## config.mk

```make
export PLATFORM = sky130hd
export DESIGN_NAME = imem_loader_ctrl
export DESIGN_NICKNAME = d
export VERILOG_FILES = /design/src/rtl/imem_loader_ctrl.sv
export SDC_FILE = /design/constraint.sdc
export NUM_CORES = 1
export LEC_CHECK = 0
export CAP_MARGIN = 15
export CORE_MARGIN = 4
export CORE_UTILIZATION = 25
export CTS_CLUSTER_SIZE = 14
export DETAILED_ROUTE_END_ITERATION = 10
export SYNTH_ARGS = -nofsm -noshare
export SYNTH_HDL_FRONTEND = slang
export SYNTH_SLANG_ARGS = --single-unit
```

## constraint.sdc

```tcl
create_clock -name clk -period 6.06 [get_ports clk]
set_input_delay 1.212 -clock clk [delete_from_list [all_inputs] [get_ports clk]]
set_output_delay 1.212 -clock clk [all_outputs]
set_load 0.1 [all_outputs]
```

## src/rtl/imem_loader_ctrl.sv

```systemverilog
// imem_loader_ctrl: decodes one-byte debug-UART commands, loads 32-bit words
// into the fetch stage's instruction memory and gates the pipeline's run control.
module imem_loader_ctrl #(
    parameter int unsigned ADDR_INC = 4,
    parameter int unsigned NB_ADDR  = 32
) (
    input  logic               clk,
    input  logic               i_rst,
    input  logic [7:0]         i_rx_data,
    input  logic               i_rx_valid,
    output logic               o_rx_ready,
    input  logic               i_prog_halted,
    output logic               o_we,
    output logic [NB_ADDR-1:0] o_inst_addr,
    output logic [31:0]        o_instr_data,
    output logic               o_halt,
    output logic               o_pipe_rst_n,
    output logic               o_busy,
    output logic               o_load_done
);

    localparam int unsigned NB_DATA = 32;
    localparam int unsigned NB_BYTE = 8;
    localparam int unsigned NB_CNT  = 9;
    localparam int unsigned NB_IDX  = 2;

    localparam logic [NB_BYTE-1:0] CMD_LOAD = 8'h4C;
    localparam logic [NB_BYTE-1:0] CMD_RUN  = 8'h52;
    localparam logic [NB_BYTE-1:0] CMD_STEP = 8'h53;
    localparam logic [NB_BYTE-1:0] CMD_STOP = 8'h48;

    typedef enum logic [2:0] {
        ST_IDLE     = 3'd0,
        ST_GET_CNT  = 3'd1,
        ST_GET_BYTE = 3'd2,
        ST_WRITE    = 3'd3,
        ST_DONE     = 3'd4,
        ST_RUN      = 3'd5,
        ST_STEP     = 3'd6
    } state_t;

    state_t r_state;
    state_t w_state_next;

    // Registered copies of the state-decoded outputs
    logic r_rx_ready;
    logic r_we;
    logic r_halt;
    logic r_pipe_rst_n;
    logic r_busy;
    logic r_load_done;

    logic w_rx_ready_next;
    logic w_we_next;
    logic w_halt_next;
    logic w_pipe_rst_n_next;
    logic w_busy_next;
    logic w_load_done_next;

    // Load datapath
    logic [NB_ADDR-1:0] r_addr;
    logic [NB_DATA-1:0] r_word;
    logic [NB_CNT-1:0]  r_words_left;
    logic [NB_IDX-1:0]  r_byte_idx;
    logic [NB_ADDR-1:0] r_inst_addr;
    logic [NB_DATA-1:0] r_instr_data;

    logic               w_accept;
    logic               w_last_byte;
    logic [NB_CNT-1:0]  w_count_load;
    logic [NB_DATA-1:0] w_word_full;

    assign w_accept     = i_rx_valid && r_rx_ready;
    assign w_last_byte  = (r_byte_idx == NB_IDX'(3));
    // A count byte of zero stands for a full 256-word image
    assign w_count_load = (i_rx_data == 8'h00) ? NB_CNT'(256) : NB_CNT'(i_rx_data);
    // Completed little-endian word: the fourth byte fills the top lane
    assign w_word_full  = {i_rx_data, r_word[23:0]};

    // Next-state and next-output decode
    always_comb begin
        w_state_next      = r_state;
        w_rx_ready_next   = 1'b1;
        w_we_next         = 1'b0;
        w_halt_next       = 1'b1;
        w_pipe_rst_n_next = 1'b1;
        w_load_done_next  = 1'b0;

        case (r_state)
            ST_IDLE: begin
                if (w_accept) begin
                    case (i_rx_data)
                        CMD_LOAD: w_state_next = ST_GET_CNT;
                        CMD_RUN:  w_state_next = ST_RUN;
                        CMD_STEP: w_state_next = ST_STEP;
                        default:  w_state_next = ST_IDLE;
                    endcase
                end
            end
            ST_GET_CNT: begin
                if (w_accept) begin
                    w_state_next = ST_GET_BYTE;
                end
            end
            ST_GET_BYTE: begin
                if (w_accept && w_last_byte) begin
                    w_state_next = ST_WRITE;
                end
            end
            ST_WRITE: begin
                if (r_words_left == NB_CNT'(1)) begin
                    w_state_next = ST_DONE;
                end else begin
                    w_state_next = ST_GET_BYTE;
                end
            end
            ST_DONE: begin
                w_state_next = ST_IDLE;
            end
            ST_RUN: begin
                if (i_prog_halted || (w_accept && (i_rx_data == CMD_STOP))) begin
                    w_state_next = ST_IDLE;
                end
            end
            ST_STEP: begin
                w_state_next = ST_IDLE;
            end
            default: begin
                w_state_next = ST_IDLE;
            end
        endcase

        w_busy_next = (w_state_next != ST_IDLE);

        case (w_state_next)
            ST_GET_CNT, ST_GET_BYTE: begin
                w_pipe_rst_n_next = 1'b0;
            end
            ST_WRITE: begin
                w_rx_ready_next   = 1'b0;
                w_we_next         = 1'b1;
                w_pipe_rst_n_next = 1'b0;
            end
            ST_DONE: begin
                w_rx_ready_next   = 1'b0;
                w_load_done_next  = 1'b1;
                w_pipe_rst_n_next = 1'b0;
            end
            ST_RUN: begin
                w_halt_next = 1'b0;
            end
            ST_STEP: begin
                w_halt_next     = 1'b0;
                w_rx_ready_next = 1'b0;
            end
            default: begin
                w_halt_next = 1'b1;
            end
        endcase
    end

    // State and control-output registers
    always_ff @(posedge clk or posedge i_rst) begin
        if (i_rst) begin
            r_state      <= ST_IDLE;
            r_rx_ready   <= 1'b1;
            r_we         <= 1'b0;
            r_halt       <= 1'b1;
            r_pipe_rst_n <= 1'b1;
            r_busy       <= 1'b0;
            r_load_done  <= 1'b0;
        end else begin
            r_state      <= w_state_next;
            r_rx_ready   <= w_rx_ready_next;
            r_we         <= w_we_next;
            r_halt       <= w_halt_next;
            r_pipe_rst_n <= w_pipe_rst_n_next;
            r_busy       <= w_busy_next;
            r_load_done  <= w_load_done_next;
        end
    end

    // Word count, byte lane index and running write address
    always_ff @(posedge clk or posedge i_rst) begin
        if (i_rst) begin
            r_addr       <= '0;
            r_words_left <= '0;
            r_byte_idx   <= '0;
        end else begin
            case (r_state)
                ST_GET_CNT: begin
                    if (w_accept) begin
                        r_words_left <= w_count_load;
                        r_addr       <= '0;
                        r_byte_idx   <= '0;
                    end
                end
                ST_GET_BYTE: begin
                    if (w_accept) begin
                        r_byte_idx <= r_byte_idx + NB_IDX'(1);
                    end
                end
                ST_WRITE: begin
                    r_addr       <= r_addr + NB_ADDR'(ADDR_INC);
                    r_words_left <= r_words_left - NB_CNT'(1);
                end
                default: begin
                    r_words_left <= r_words_left;
                end
            endcase
        end
    end

    // Little-endian byte assembly of the word in progress
    always_ff @(posedge clk or posedge i_rst) begin
        if (i_rst) begin
            r_word <= '0;
        end else if ((r_state == ST_GET_BYTE) && w_accept) begin
            case (r_byte_idx)
                2'd0:    r_word[7:0]   <= i_rx_data;
                2'd1:    r_word[15:8]  <= i_rx_data;
                2'd2:    r_word[23:16] <= i_rx_data;
                default: r_word[31:24] <= i_rx_data;
            endcase
        end
    end

    // Write port registers: captured as WRITE is entered, held afterwards
    always_ff @(posedge clk or posedge i_rst) begin
        if (i_rst) begin
            r_inst_addr  <= '0;
            r_instr_data <= '0;
        end else if (w_state_next == ST_WRITE) begin
            r_inst_addr  <= r_addr;
            r_instr_data <= w_word_full;
        end
    end

    assign o_rx_ready   = r_rx_ready;
    assign o_we         = r_we;
    assign o_inst_addr  = r_inst_addr;
    assign o_instr_data = r_instr_data;
    assign o_halt       = r_halt;
    assign o_pipe_rst_n = r_pipe_rst_n;
    assign o_busy       = r_busy;
    assign o_load_done  = r_load_done;

endmodule

```

==> metrics.yaml <==
pwr:
  p_per_area_nw_per_um2: 595
  p_leak_nw: 3.44
  vdd_drop_max_uv: 365
  power_mw: 4.55
logic_synthesis:
  synth_edf_count: 0
  synthArstFlopShare: 1.00
  synth-warning-count: 0
  yosysUniqueCellTypes: 60
  synth.avg_cell_area_um2: 12.7
  synth_cells: 468
  ys_seq_elements: 136
  synth_ff_type: "dfrtp_1"
  syn_area_um2: 5960
  yosysSeqAreaShare: 0.571
timing:
  hold_violations: 0
  max_slew_margin: 0.325
  tns_ps: 0
  worst_pin_slew_ps: 1010
  timing.fmax_mhz: 298
  period_share: 0.553
  fin_skew_ps: 10.4
  final-setup-viol-count: 0
  rsz0062_at_grt: "false"
  finalMaxSlewViolations: 0
  finalCriticalPeriod_ps: 3350
finish:
  stdcell_area_um2: 7640
  antenna_cells: 0
  final_layout_size_suffix_gt1_frac: 0.252
  syn2layout_area_growth_pct: 28.0
  fin_util: 0.325
  num-nets-final: 566
  nFillCells: 2366
routing:
  drt_iter0_drc: 186
  postRouteAntennaNets: 0
  dr_total_vias: 3999
  routedWlPerCell_um: 15.7
  postRouteWirelength_mm: 13.8
  avgViaCountPerCell: 4.55
  drt-pass1-iter-count: 4
  drc_errors: 0
floorplan:
  die_h_um: 162
  core-area_um2: 23500
  rows: 56
  die_width_um: 162
  dieArea_um2: 26400
  start_util: 0.254
  ios: 82
clocking:
  postCtsSetupBuffers: 0
  insertion_delay_ps: 410
  cts_root_buffer: "clkbuf_16"
  ctsHoldBuffers: 0
  clock_sinks: 136
  clockBufferDepth: 2
  cts_resized: 0
  clk_pin_slew_ps: 60
  h-tree-depth: 4
  cts_tree: "yes"
  cts_made_buffers: 17
grt:
  grt_pass1_vias: 4082
  grt.met2_usage: 0.172
  antenna_found_initial: 0
  grt_busiest_layer: "met2"
  grt_pass1_wl_mm: 22.6
  grt_max_degree: 74
  use_met1: 0.147
  overflow: 0
  met3_usage: 0.0304
  grt_usage: 0.109
placed_design:
  placement.cell_area_um2: 7070
  dp_hpwl_mm: 9.28
  portBuffers: 79
  gp_congestion: 0.779
critical_path:
  end_kind: "primary output"
  critical_path.top_delay_family: "buffers and inverters"
  cp.arrival_ps: 2140
  cp_slowest_cell: "clkdlybuf4s50_1"
  worst-setup-path-type: "reg -> out"
  cp-start-kind: "register"
  required_ps: 4850
  cp_max_fo: 5
  slowest_delay_ps: 1160
  worst-path-buf-inv: 1
  path_cells: "clkdlybuf4s50_1"
outcome:
  status: "finished clean"
worst_hold_path:
  hold_path.class: "reg -> reg"
job:
  cap_violations: 0
cell families after synthesis:
group	share of synthesized area
multiplexers	0.199
buffers and inverters	0.0260
other	0.000629
AO/OA/AOI/OAI	0.0558
flip-flops	0.571
XOR/XNOR	0.00294
adder cells (fa/ha/maj)	0.0147
AND/OR/NAND/NOR	0.129
worst paths after layout:
kind	startpoint	endpoint	slack [ps]	cells after the start
setup / recovery	o_rx_ready	o_rx_ready	2710	1
hold / removal	r_addr[31]	r_addr[31]	490	1
setup reg to reg	o_rx_ready	o_inst_addr[18]	3780	5
hold reg to reg	r_addr[31]	r_addr[31]	490	1
max in group asynchronous	i_rst	o_rx_ready	3840	3
min in group asynchronous	i_rst	o_inst_addr[31]	1290	2
Yosys cell counts (all sizes together) (4+ instances only):
cell type	count	area (um2)
nor3	6	46.3
o21ai	17	85.1
clkbuf	8	31.3
and3	5	31.3
nand2b	4	32.5
a21oi	6	30.0
buf	15	82.6
dfrtp	133	3330
mux2i	21	210
nor2	15	58.8
nand4	11	75.1
and2	4	25.0
ha	7	87.6
or3	4	25.0
nor4	7	86.3
nand3	18	90.1
mux2	87	980
inv	11	41.3
and4	6	52.6
a31oi	7	43.8
nand2	38	143
through the flow:
step                      worst slack, ps  std cells  hold WS [ps]
final                                2710        879           489
after global routing                 2650        879           518
after CTS                            2680        879           500
after detailed placement             2550        847           493
after global placement               2590        847           488
after floorplan                      1210        469           441
metal layers:
metal / vias to the layer above / part of all wire
met5: - / 0
met4: 0 / 0.0067
met3: 11 / 0.048
met2: 82 / 0.48
met1: 2031 / 0.47
li1: 1875 / -
power breakdown:
group / total [mW] / switching (mW) / internal (mW)
Sequential: 1.53 / 0.285 / 1.25
Clock: 0.986 / 0.408 / 0.578
Combinational: 2.03 / 1.45 / 0.574
final cells by class:
type                    count  area (um2)  area share
clock buffers              19         443      0.0580
well taps                 319         399      0.0523
clock inverters            13         120      0.0157
inverters                  11        46.3     0.00606
multi-input cells         299        2410       0.315
repair buffers             82         813       0.106
flip-flops and latches    136        3410       0.446
registers in the layout, summed over array words and instances, names as in the netlist:
| name | count |
|---|---|
| r_state | 3 |
| o_we | 1 |
| o_rx_ready | 1 |
| o_busy | 1 |
| r_byte_idx | 2 |
| o_pipe_rst_n | 1 |
| r_words_left | 9 |
| o_halt | 1 |
| o_instr_data | 32 |
| o_inst_addr | 30 |
| r_addr | 30 |
| r_word | 24 |
| o_load_done | 1 |
cell usage in the layout, fill, tap and decap left out, types with 3 or more instances in the layout:
cell type	Yosys	layout
clkdlybuf4s50_1	0	79
nor3_1	4	4
inv_6	0	5
nand2_1	38	37
clkbuf_16	0	17
and2_1	4	4
a31oi_1	7	7
nand2b_1	3	3
clkinvlp_4	0	6
o21ai_0	17	17
o221ai_1	3	3
mux2i_1	21	21
and3_1	5	5
and4_1	6	6
mux2_2	87	87
buf_4	3	3
inv_1	10	9
dfstp_2	3	3
ha_1	7	7
nand4_1	10	10
dfrtp_1	133	133
nor4_1	3	3
nand3_1	18	18
nor2_1	14	14
or3_1	4	4
a21oi_1	6	6
No activity file was read; power rests on OpenSTA's default activity.
